==> src/rtl/pe_diag_ifmap_receiver_pkg.sv <==
// pe_diag_ifmap_receiver_pkg: diagonal ifmap bus packet format and shared constants.
package pe_diag_ifmap_receiver_pkg;
    localparam int NUM_DIAG = 12;
    localparam int DATA_W   = 8;
    localparam int DIAG_W   = $clog2(NUM_DIAG);

    typedef struct packed {
        logic                valid;
        logic [NUM_DIAG-1:0] diag_mask;
        logic                last;
        logic [DATA_W-1:0]   data;
    } diagonal_bus_packet_t;

    typedef struct packed {
        logic              last;
        logic [DATA_W-1:0] data;
    } fifo_entry_t;

    typedef enum logic {ST_IDLE, ST_ACTIVE} state_t;
endpackage

==> src/rtl/pe_diag_ifmap_receiver_fifo.sv <==
// pe_ifmap_fifo: synchronous {last,data} FIFO with clear; head is visible combinationally.
module pe_ifmap_fifo
    import pe_diag_ifmap_receiver_pkg::*;
#(
    parameter int DEPTH = 16
) (
    input  logic                     clk,
    input  logic                     rst_n,
    input  logic                     i_clear,
    input  logic                     i_push,
    input  logic                     i_pop,
    input  fifo_entry_t              i_wdata,
    output fifo_entry_t              o_head,
    output logic [$clog2(DEPTH):0]   o_count
);
    localparam int AW = $clog2(DEPTH);

    fifo_entry_t     r_mem [DEPTH];
    logic [AW-1:0]   r_wr_ptr;
    logic [AW-1:0]   r_rd_ptr;
    logic [AW:0]     r_count;

    always_ff @(posedge clk or negedge rst_n) begin
        if (!rst_n) begin
            r_wr_ptr <= '0;
            r_rd_ptr <= '0;
            r_count  <= '0;
        end else if (i_clear) begin
            r_wr_ptr <= '0;
            r_rd_ptr <= '0;
            r_count  <= '0;
        end else begin
            if (i_push) r_wr_ptr <= r_wr_ptr + AW'(1);
            if (i_pop) r_rd_ptr <= r_rd_ptr + AW'(1);
            r_count <= r_count + (AW+1)'(i_push) - (AW+1)'(i_pop);
        end
    end

    // When full, a simultaneous pop frees the slot at r_rd_ptr == r_wr_ptr; the head is read before the write lands.
    always_ff @(posedge clk) begin
        if (i_push) r_mem[r_wr_ptr] <= i_wdata;
    end

    assign o_head  = r_mem[r_rd_ptr];
    assign o_count = r_count;
endmodule

==> src/rtl/pe_diag_ifmap_receiver.sv <==
// pe_diag_ifmap_receiver: snoops the diagonal ifmap bus, buffers packets for this PE's diagonal,
// and presents them to the MAC with one cycle of read latency plus back-pressure and overflow flags.
module pe_diag_ifmap_receiver
    import pe_diag_ifmap_receiver_pkg::*;
#(
    parameter int DEPTH       = 16,
    parameter int FULL_MARGIN = 2
) (
    input  logic                 clk,
    input  logic                 rst_n,
    input  logic                 i_start,
    input  logic                 i_start_conv,
    input  logic                 i_flush,
    input  logic [DIAG_W-1:0]    i_diag_id_in,
    input  diagonal_bus_packet_t i_diagonal_bus_packet,
    input  logic                 i_rd_en,
    output logic [DATA_W-1:0]    o_rd_data,
    output logic                 o_rd_valid,
    output logic                 o_rd_last,
    output logic                 o_row_done,
    output logic                 o_pe_full,
    output logic                 o_overflow
);
    localparam int CW = $clog2(DEPTH) + 1;

    state_t              r_state;
    logic [DIAG_W-1:0]   r_diag_id;
    logic [DATA_W-1:0]   r_rd_data;
    logic                r_rd_valid;
    logic                r_rd_last;
    logic                r_row_done;
    logic                r_overflow;
    logic                w_active;
    logic                w_clear;
    logic                w_hit;
    logic                w_pop;
    logic                w_push;
    logic                w_drop;
    fifo_entry_t         w_head;
    fifo_entry_t         w_wdata;
    logic [CW-1:0]       w_count;

    assign w_active = (r_state == ST_ACTIVE);
    assign w_clear  = i_start | i_flush;
    assign w_hit    = w_active & i_diagonal_bus_packet.valid & i_diagonal_bus_packet.diag_mask[r_diag_id];
    assign w_pop    = w_active & i_rd_en & (w_count != '0) & ~w_clear;
    assign w_push   = w_hit & ~w_clear & ((w_count != CW'(DEPTH)) | w_pop);
    assign w_drop   = w_hit & ~w_clear & (w_count == CW'(DEPTH)) & ~w_pop;
    assign w_wdata  = '{last: i_diagonal_bus_packet.last, data: i_diagonal_bus_packet.data};

    pe_ifmap_fifo #(.DEPTH(DEPTH)) u_fifo (
        .clk     (clk),
        .rst_n   (rst_n),
        .i_clear (w_clear),
        .i_push  (w_push),
        .i_pop   (w_pop),
        .i_wdata (w_wdata),
        .o_head  (w_head),
        .o_count (w_count)
    );

    always_ff @(posedge clk or negedge rst_n) begin
        if (!rst_n) begin
            r_state    <= ST_IDLE;
            r_diag_id  <= '0;
            r_rd_data  <= '0;
            r_rd_valid <= 1'b0;
            r_rd_last  <= 1'b0;
            r_row_done <= 1'b0;
            r_overflow <= 1'b0;
        end else begin
            r_rd_valid <= w_pop;
            r_row_done <= w_pop & w_head.last;
            if (w_pop) begin
                r_rd_data <= w_head.data;
                r_rd_last <= w_head.last;
            end
            if (i_start) begin
                r_state    <= ST_IDLE;
                r_diag_id  <= i_diag_id_in;
                r_overflow <= 1'b0;
            end else if (i_flush) begin
                r_state <= ST_IDLE;
            end else begin
                if (i_start_conv) r_state <= ST_ACTIVE;
                if (w_drop) r_overflow <= 1'b1;
            end
        end
    end

    // Margin below DEPTH absorbs the packets the NOC still sends before it sees back-pressure.
    assign o_pe_full  = w_active & (w_count >= CW'(DEPTH - FULL_MARGIN));
    assign o_rd_data  = r_rd_data;
    assign o_rd_valid = r_rd_valid;
    assign o_rd_last  = r_rd_last;
    assign o_row_done = r_row_done;
    assign o_overflow = r_overflow;
endmodule
==> config.mk <==
export PLATFORM = sky130hd
export DESIGN_NAME = pe_diag_ifmap_receiver
export DESIGN_NICKNAME = d
export VERILOG_FILES = /design/src/rtl/pe_diag_ifmap_receiver_pkg.sv /design/src/rtl/pe_diag_ifmap_receiver_fifo.sv /design/src/rtl/pe_diag_ifmap_receiver.sv
export SDC_FILE = /design/constraint.sdc
export NUM_CORES = 1
export LEC_CHECK = 0
export ABC_CLOCK_PERIOD_IN_PS = 6600
export CORE_ASPECT_RATIO = 0.9
export CORE_MARGIN = 3
export CORE_UTILIZATION = 60
export CTS_CLUSTER_SIZE = 16
export DETAILED_ROUTE_END_ITERATION = 8
export PLACE_DENSITY = 0.81
export SETUP_SLACK_MARGIN = 0.3
export SLEW_MARGIN = 0
export SYNTH_ARGS = -nofsm -noshare
export SYNTH_HDL_FRONTEND = slang
export SYNTH_HIERARCHICAL = 1
export SYNTH_SLANG_ARGS = --single-unit
==> constraint.sdc <==
create_clock -name clk -period 6.6 [get_ports clk]
set_clock_uncertainty 0.15 [all_clocks]
set_input_delay 1.98 -clock clk [delete_from_list [all_inputs] [get_ports clk]]
set_output_delay 1.98 -clock clk [all_outputs]
set_load 0.05 [all_outputs]
# After elaboration in Yosys (flattened, before gate mapping)
# Memory sizes are Yosys's and may differ from the RTL's.
# Cells that the tools add are included.
[word_totals]
reg_bits = 30
ramBits = 144
in_bits = 32
output_inout_bits = 13
word_cells = 56
memories = 1
[mem_list]
columns = ["name", "depth", "word_bits", "rd", "rd_ports_with_merged_regs", "write_ports", "line", "source"]
rows = [
  ["u_fifo.r_mem", 16, 9, 1, 0, 1, "pe_diag_ifmap_receiver_fifo.sv:18", "fifo_entry_t r_mem [DEPTH];"],
]
[op_classes]
add_sub_neg = 4
n_lt_le_gt_ge = 2
eq_ne = 3
mux = 15
n_bitwise = 15
n_reduce_logical = 6
[op_table]
columns = ["operator", "n"]
rows = [
  ["two-way mux 4 bit", 4],
  ["bitwise AND 1 bit", 11],
  ["two-way mux 1 bit", 9],
  ["adder 4 x 1 -> 4 bit (second input constant)", 2],
  ["nonzero test 2 bit", 3],
  ["adder 5 x 1 -> 5 bit", 1],
  ["equality test 5 bit (second input constant)", 1],
  ["greater-or-equal comparator 5 x 4 -> 1 bit (second input constant)", 1],
  ["less-than comparator 4 x 5 -> 1 bit (second input constant)", 1],
  ["two-way mux 5 bit", 1],
  ["inequality test 5 bit (second input constant)", 1],
  ["nonzero test 5 bit", 1],
  ["subtractor 5 x 1 -> 5 bit", 1],
  ["binary-select mux 1 bit (select 4 bit)", 1],
  ["nonzero test 3 bit", 1],
  ["inequality test 2 bit (second input constant)", 1],
  ["inverter 1 bit", 2],
  ["OR 1 bit", 2],
  ["AND reduction 2 bit", 1],
]

# Depth between registers and ports, before layout
# Gate-level depths: netlist of the first run.
[logic_depth]
depth_word = 9
mapped_depth = 13
ltp_nobuf = 12

# Hierarchy
# The synthesis of the first run kept the hierarchy.
[modules_own_cells]
columns = ["module", "instances", "cells_per_inst", "area_per_inst_um2", "seq_area_each_um2"]
rows = [
  ["pe_ifmap_fifo", 1, 318, 6356.1, 4649.5],
  ["pe_diag_ifmap_receiver", 1, 78, 812.0, 425.4],
]

# Worst setup path after synthesis of the first run
# No wires, ideal clock.
[synth_path]
path_kind = "input -> register"
startpoint = "input port i_diagonal_bus_packet[12] (netlist bit)"
endpoint = "memory u_fifo/r_mem[2][0] (netlist bit) (enable)"
setup_ns = 0.387
t_arrival_ns = 3.781
t_required_ns = 6.063
slack_ns = 2.282
cell_stages = 8
path_buffers = 1
cell_sequence = "mux2i_1 > nor3b_1 > nor3_1 > o31a_1 > nor2_1 > clkbuf_1 > nand2_1 > nor3_1"
[synth_via]
elab_chain_cells = 7
[synth_lines]
columns = ["item", "line", "source"]
rows = [
  ["start: declaration", "pe_diag_ifmap_receiver.sv:15", "input diagonal_bus_packet_t i_diagonal_bus_packet,"],
  ["binary-select mux 1 bit (select 4 bit)", "pe_diag_ifmap_receiver.sv:45", "assign w_hit = w_active & i_diagonal_bus_packet.valid & i_diagonal_bus_packet.diag_mask[r_diag_id];"],
  ["two-way mux 1 bit (not written as such)", "pe_diag_ifmap_receiver.sv:45", ""],
  ["bitwise AND 1 bit", "pe_diag_ifmap_receiver.sv:45", ""],
  ["bitwise AND 1 bit (2 in a row)", "pe_diag_ifmap_receiver.sv:47", "assign w_push = w_hit & ~w_clear & ((w_count != CW'(DEPTH)) | w_pop);"],
  ["via w_push", "pe_diag_ifmap_receiver.sv:37", "logic w_push;"],
  ["two-way mux 1 bit", "pe_diag_ifmap_receiver_fifo.sv:41", "if (i_push) r_mem[r_wr_ptr] <= i_wdata;"],
  ["two-way mux 1 bit (not written as such)", "pe_diag_ifmap_receiver_fifo.sv:41", ""],
  ["end: declaration", "pe_diag_ifmap_receiver_fifo.sv:18", ""],
]
# The timed path passes the listed nets, and every way through them passes these cells. The select of a mux whose other input is x is not followed.

# Final worst setup path of the first run
[layout_path]
startpoint = "input port i_diagonal_bus_packet[10] (netlist bit)"
endpoint = "register u_fifo.r_count[4], in the netlist u_fifo/o_count[4]"
[layout_via]
elab_chain_cells = 8
[layout_lines]
columns = ["item", "line", "source"]
rows = [
  ["binary-select mux 1 bit (select 4 bit)", "pe_diag_ifmap_receiver.sv:45", ""],
  ["two-way mux 1 bit (not written as such)", "pe_diag_ifmap_receiver.sv:45", ""],
  ["bitwise AND 1 bit", "pe_diag_ifmap_receiver.sv:45", ""],
  ["bitwise AND 1 bit (2 in a row)", "pe_diag_ifmap_receiver.sv:47", ""],
  ["via w_push", "pe_diag_ifmap_receiver.sv:37", ""],
  ["adder 5 x 1 -> 5 bit", "pe_diag_ifmap_receiver_fifo.sv:35", "r_count <= r_count + (AW+1)'(i_push) - (AW+1)'(i_pop);"],
  ["subtractor 5 x 1 -> 5 bit", "pe_diag_ifmap_receiver_fifo.sv:35", ""],
  ["two-way mux 5 bit", "pe_diag_ifmap_receiver_fifo.sv:28", "end else if (i_clear) begin"],
  ["end signal: assignment", "pe_diag_ifmap_receiver_fifo.sv:35", ""],
  ["end: declaration", "pe_diag_ifmap_receiver_fifo.sv:21", "logic [AW:0] r_count;"],
]
# The timed path passes the listed nets, and every way through them passes these cells. The select of a mux whose other input is x is not followed.
# A chain may end at the register's enable or synchronous reset.

==> results of run 1 <==
-- logic make-up (layout without fill, tap and decap cells) --
group	count (synthesis)	count (layout)	share of synthesized area, %
XOR/XNOR	8	8	0.978
AO/OA/AOI/OAI	29	29	3.25
multiplexers	47	47	14.3
flip-flops	174	174	70.8
buffers and inverters	31	97	2.32
AND/OR/NAND/NOR	96	96	6.28
adder cells (fa/ha/maj)	11	11	2.02
-- state kept, by name (all words and copies together), names as in the netlist --
register	cells
u_fifo/r_wr_ptr	4
u_fifo/r_mem	144
o_rd_valid	1
u_fifo/o_count	5
o_rd_last	1
o_row_done	1
r_state	1
o_overflow	1
r_diag_id	4
o_rd_data	8
u_fifo/r_rd_ptr	4
-- how the worst max path moves through the flow --
stage / startpoint / to / slack (ns) / depth (start not counted)
2_1_floorplan: i_diagonal_bus_packet[12] / u_fifo/r_mem[2][0] / 2.28 / 8
3_3_place_gp: i_diagonal_bus_packet[12] / u_fifo/o_count[4] / 1.44 / 13
3_5_place_dp: i_diagonal_bus_packet[10] / u_fifo/o_count[4] / 1.31 / 13
4_1_cts: i_diagonal_bus_packet[10] / u_fifo/o_count[4] / 1.76 / 13
5_1_grt: i_diagonal_bus_packet[12] / u_fifo/o_count[4] / 1.52 / 13
6_report: i_diagonal_bus_packet[10] / u_fifo/o_count[4] / 1.69 / 13
-- cell usage after synthesis --
cell type,number
a211o_2,1
a21boi_0,1
a21o_1,2
a21oi_1,2
a22oi_1,18
and2_1,10
and2_4,1
and3_1,3
buf_1,1
buf_12,2
buf_2,5
buf_6,1
clkbuf_1,6
clkbuf_2,1
dfrtp_1,30
edfxtp_1,144
fa_1,1
ha_1,10
inv_1,14
inv_4,1
mux2_2,4
mux2i_1,6
mux4_1,24
mux4_2,13
nand2_1,41
nand2b_1,1
nand3_1,3
nand4_1,2
nand4bb_1,1
nor2_1,21
nor2b_1,5
nor3_1,5
nor3b_1,2
o2111ai_4,1
o21ai_0,1
o22ai_1,1
o31a_1,1
o32ai_1,1
or4_4,1
xnor2_1,3
xor2_1,5
-- area by class of cell --
type / count / area (sq um) / share of cell area, %
Timing Repair Buffer: 50 / 485 / 5.80
Clock buffer: 19 / 433 / 5.17
Clock inverter: 13 / 190 / 2.27
Inverter: 15 / 58.8 / 0.703
Multi-Input combinational cell: 191 / 1930 / 23.0
Sequential cell: 174 / 5080 / 60.7
Tap cell: 156 / 195 / 2.33
-- worst register-to-register path, stage by stage (launching register included) --
cell and delay [ns]:
dfrtp_1 0.46, mux2i_1 0.16, nor3b_1 0.19, nor3_1 0.08, o31a_1 0.31, nor2_1 0.66, ha_1 0.31, inv_1 0.06
fa_1 0.39, nor2b_1 0.17, o21ai_0 0.12, a21oi_1 0.16, nor3b_1 0.06
-- routing by layer --
metal | GRT usage [%] | vias up | share of wire, %
met4 | 9.28 | 0 | 1.9
met1 | 31.5 | 1903 | 41
met3 | 5.50 | 21 | 8.5
li1 | - | 1661 | -
met5 | 0 | - | 0
met2 | 34.5 | 178 | 49
-- stage by stage --
step	cell area, sq um	hold slack, ns	std cells	power [W]	setup WS (ns)
final	8370	0.333	618	0.00228	1.69
after global routing	8370	0.367	618	0.00235	1.52
after CTS	8370	0.340	618	0.00230	1.76
after detailed placement	7740	0.319	586	0.00127	1.31
after global placement	7740	0.311	586	0.00127	1.44
after floorplan	7170	0.355	396	0.00124	2.28
-- power by group --
part	switching [W]	internal [W]	leakage, nW	total, W
Clock	0.000398	0.000635	0.290	0.00103
Sequential	0.00000501	0.00119	1.70	0.00120
Combinational	0.0000267	0.0000259	0.915	0.0000526
Total	0.000430	0.00185	2.91	0.00228
==> impl_metrics.tcl, run 1 <==
set metrics [dict create \
    drv_cap 0 \
    crit_chain "clkdlybuf4s50_1, mux2i_1, nor3b_1, nor3_1, o31a_1, nor2_1, ha_1, inv_1, fa_1, nor2b_1, o21ai_0, a21oi_1, nor3b_1" \
    die_w_um 121 \
    grt_max_degree 40 \
    htreeDepth 4 \
    reg2regPathDepth 12 \
    fp-row-count 37 \
    ir_drop_mv 0.363 \
    yosys_register_bits 174 \
    grt_pass1_vias 3666 \
    dr_total_vias 3763 \
    tightest_slew_ns 0.859 \
    setup_violations 0 \
    cts_resized 0 \
    diodes 0 \
    nNetsFinal 492 \
    cp_slowest_cell "nor2_1" \
    synth.avg_cell_area_sq_um 18.1 \
    root_buffer "clkbuf_16" \
    ant_nets 0 \
    start_util_pct 62.2 \
    dpl.hpwl_um 8140 \
    final_layout_size_suffix_gt1_share_pct 12.8 \
    yosysTopAreaCell "edfxtp_1" \
    min_period_ns 4.91 \
    grt_overflow_total 0 \
    final_cell_mix "edfxtp_1 (144), clkdlybuf4s50_1 (44), nand2_1 (41), dfrtp_1 (29), mux4_1 (24)" \
    rsz0062_at_grt "no" \
    status "completed" \
    hold_start "o_rd_data[4]" \
    ys_seq_area_share_pct 70.8 \
    fmax_mhz 204 \
    critPathMaxFanout 12 \
    synth-warning-count 6 \
    critPathTopFamily "simple AND/OR/NAND/NOR gates" \
    synth.area.top_cells "edfxtp_1 (60%), dfrtp_1 (10%), mux4_1 (8.8%), mux4_2 (4.1%), nand2_1 (2.1%)" \
    r2r_slack_ns 3.18 \
    clockBufferDepth 2 \
    cp_common_cell "nor3b_1" \
    numPortBuffers 44 \
    ios 45 \
    cts_setup_buffers 0 \
    finalWirelength_um 13700 \
    post_cts_hold_buffer_count 0 \
    clock_latency_ns 0.42 \
    finalCritPeriodShare_pct 74.4 \
    fillerInstances 659 \
    p_per_area_mw_per_mm2 273 \
    worst_hold_path_type "reg -> reg" \
    design.core.area_sq_mm 0.0115 \
    worstPathRequired_ns 6.74 \
    synth_area_sq_mm 0.00717 \
    hold_viol 0 \
    track_usage_pct 22.4 \
    rr_endpoint "u_fifo/o_count[4]" \
    vias_per_cell 6.09 \
    die_area_sq_mm 0.0133 \
    cts_tree "done" \
    cellLeakagePower_nw 2.91 \
    first_iter_violations 414 \
    crit_arrival_ns 5.05 \
    whs_path_depth 2 \
    final_util_pct 72.6 \
    drc_errors 0 \
    synth_fp_nets 439 \
    slowest_delay_ns 0.66 \
    die_h_um 110 \
    drtPass1Iterations 5 \
    cts_made_buffers 17 \
    grt_pass1_wl_um 21100 \
    clkTransAtPathRegs_ns 0.07 \
    wl_per_cell_um 22.2 \
    syn_inst 396 \
    layout_commonest_cell "edfxtp_1" \
    antenna_found_initial 0 \
    setup_tns_ns 0 \
    tritoncts_num_sinks 174 \
    crit_buf_inv 2 \
    slew_headroom_pct 42.6 \
    start_kind "primary input" \
    crit_type "in -> reg" \
    area_growth_pct 16.7 \
    gp_congestion 0.774 \
    r2r_start "r_diag_id[1]" \
    endpoint_kind "register" \
    maxSlewViolCount 0 \
    min_to "o_rd_data[4]" \
    ys_types 41 \
    synth_top_area_share_pct 60.3 \
]
Power figures use the tool's default switching activity.
==> inputs of run 2 (changes only) <==
ABC_CLOCK_PERIOD_IN_PS = 4850   (was 6600)
CORE_UTILIZATION = 59   (was 60)
PLACE_DENSITY = 0.79   (was 0.81)
clock period = 4.85 ns   (was 6.6 ns; I/O delays follow)
==> impl_metrics.tcl, run 2 (synthesis results as in run 1) <==
set metrics [dict create \
    status "completed" \
    design.core.area_sq_mm 0.0117 \
    numPortBuffers 44 \
    critPathMaxFanout 15 \
    die_area_sq_mm 0.0135 \
    cts_resized 0 \
    final_cell_mix "edfxtp_1 (144), clkdlybuf4s50_1 (44), nand2_1 (41), dfrtp_1 (29), mux4_1 (24)" \
    ir_drop_mv 0.354 \
    finalWirelength_um 13400 \
    endpoint_kind "register" \
    track_usage_pct 21.6 \
    worstPathRequired_ns 4.98 \
    p_switching_w 0.000548 \
    wl_per_cell_um 21.6 \
    dr_total_vias 3769 \
    grt_pass1_vias 3844 \
    r2r_slack_ns 1.53 \
    ant_nets 0 \
    fmax_mhz 243 \
    crit_chain "clkdlybuf4s50_1, nor2_1, o2111ai_4, inv_4, ha_1, inv_1, ha_1, inv_1, fa_1, nor2b_1, o21ai_0, a21oi_1, nor3b_1" \
    power_frac_seq_pct 54.3 \
    dp_worst_setup_slack_ns 0.307 \
    slew_headroom_pct 40.2 \
    area_growth_pct 16.2 \
    drtPass1Iterations 5 \
    htreeDepth 4 \
    placed_area_sq_mm 0.00776 \
    p_per_area_mw_per_mm2 361 \
    crit_arrival_ns 4.25 \
    clockBufferDepth 2 \
    gp_congestion 0.852 \
    crit_type "in -> reg" \
    diodes 0 \
    total_power_w 0.00300 \
    cellLeakagePower_nw 2.91 \
    worst_hold_path_type "reg -> reg" \
    fp-row-count 37 \
    cts_made_buffers 17 \
    finalCritPeriodShare_pct 84.9 \
    largest_reg_flops 144 \
    setup_ws_ns 0.730 \
    layout_commonest_cell "edfxtp_1" \
    cts_setup_buffers 0 \
    clockPowerShare_pct 43.3 \
    slowest_delay_ns 0.54 \
    hold_viol 0 \
    ios 45 \
    setup_tns_ns 0 \
    whs_path_depth 2 \
    p_comb_share_pct 2.4 \
    nNetsFinal 494 \
    clkTransAtPathRegs_ns 0.06 \
    reg2regPathDepth 12 \
    final_layout_size_suffix_gt1_share_pct 12.5 \
    post_cts_hold_buffer_count 0 \
    dpl.hpwl_um 8730 \
    drc_errors 0 \
    grt_pass1_wl_um 21400 \
    fillerInstances 730 \
    cts_tree "done" \
    tightest_slew_ns 0.895 \
    die_w_um 122 \
    vias_per_cell 6.08 \
    tritoncts_num_sinks 174 \
    min_period_ns 4.12 \
    clock_latency_ns 0.42 \
    p_int_w 0.00246 \
    grt_overflow_total 0 \
    swShare_pct 18.2 \
    top_register "u_fifo/r_mem" \
    maxSlewViolCount 0 \
    drv_cap 0 \
    grt_max_degree 31 \
    antenna_found_initial 0 \
    setup_violations 0 \
    final_util_pct 71.4 \
    rsz0062_at_grt "no" \
    fin_area_sq_mm 0.00833 \
    start_kind "primary input" \
    start_util_pct 61.4 \
    cp_slowest_cell "clkdlybuf4s50_1" \
    first_iter_violations 253 \
    root_buffer "clkbuf_16" \
    die_h_um 111 \
]
[run 2: cell count changes in the layout (fill, tap and decap cells not counted), sizes merged]
cell      before  now
clkbuf        19   25
clkinvlp       4    0
buf            6    8
bufinv         4    2
clkinv         4    5
inv           16   15
[run 2: critical path, delay by kind of cell]
family	cells	cell delay, ns
simple gates	3	0.55
compound gates	3	0.57
buf+inv	4	0.88
fa+ha+maj	3	0.80
[run 2: per-stage QoR]
| stage | instances | hold slack [ns] |
|---|---|---|
| final | 620 | 0.333 |
| after global routing | 620 | 0.379 |
| after CTS | 620 | 0.338 |
| after detailed placement | 588 | 0.329 |
| after global placement | 588 | 0.316 |
| after floorplan | 396 | 0.355 |
[run 2: final cells by class]
type	count	area, sq um	share of cell area [%]
Sequential cell	174	5080	60.9
Clock inverter	7	88.8	1.07
Tap cell	156	195	2.34
Inverter	15	58.8	0.706
Multi-Input combinational cell	191	1930	23.1
Clock buffer	25	485	5.83
Timing Repair Buffer	52	500	6.01
[run 2: power groups by stage]
stage	Clock, W	Combinational [W]	Sequential [W]
floorplan	0	0.0000216	0.00166
global placement	0	0.0000693	0.00166
detailed placement	0	0.0000728	0.00166
CTS	0.00132	0.0000729	0.00163
global route	0.00139	0.0000792	0.00163
finish	0.00130	0.0000715	0.00163
[run 2: path summary, 6_finish.rpt]
check	to	from
setup / recovery	u_fifo/o_count[4]	i_start
hold / removal	o_rd_data[2]	o_rd_data[2]
setup reg to reg	u_fifo/o_count[4]	u_fifo/o_count[1]
hold reg to reg	o_rd_data[2]	o_rd_data[2]
max in group asynchronous	u_fifo/r_rd_ptr[0]	rst_n
min in group asynchronous	o_overflow	rst_n
[run 2: per-layer routing]
layer / track usage (%) / part of all wire, % / vias to the layer above
li1: - / - / 1662
met1: 30.4 / 42 / 1950
met2: 33.3 / 49 / 141
met3: 6.55 / 6.8 / 16
met4: 5.82 / 1.4 / 0
met5: 0 / 0 / -
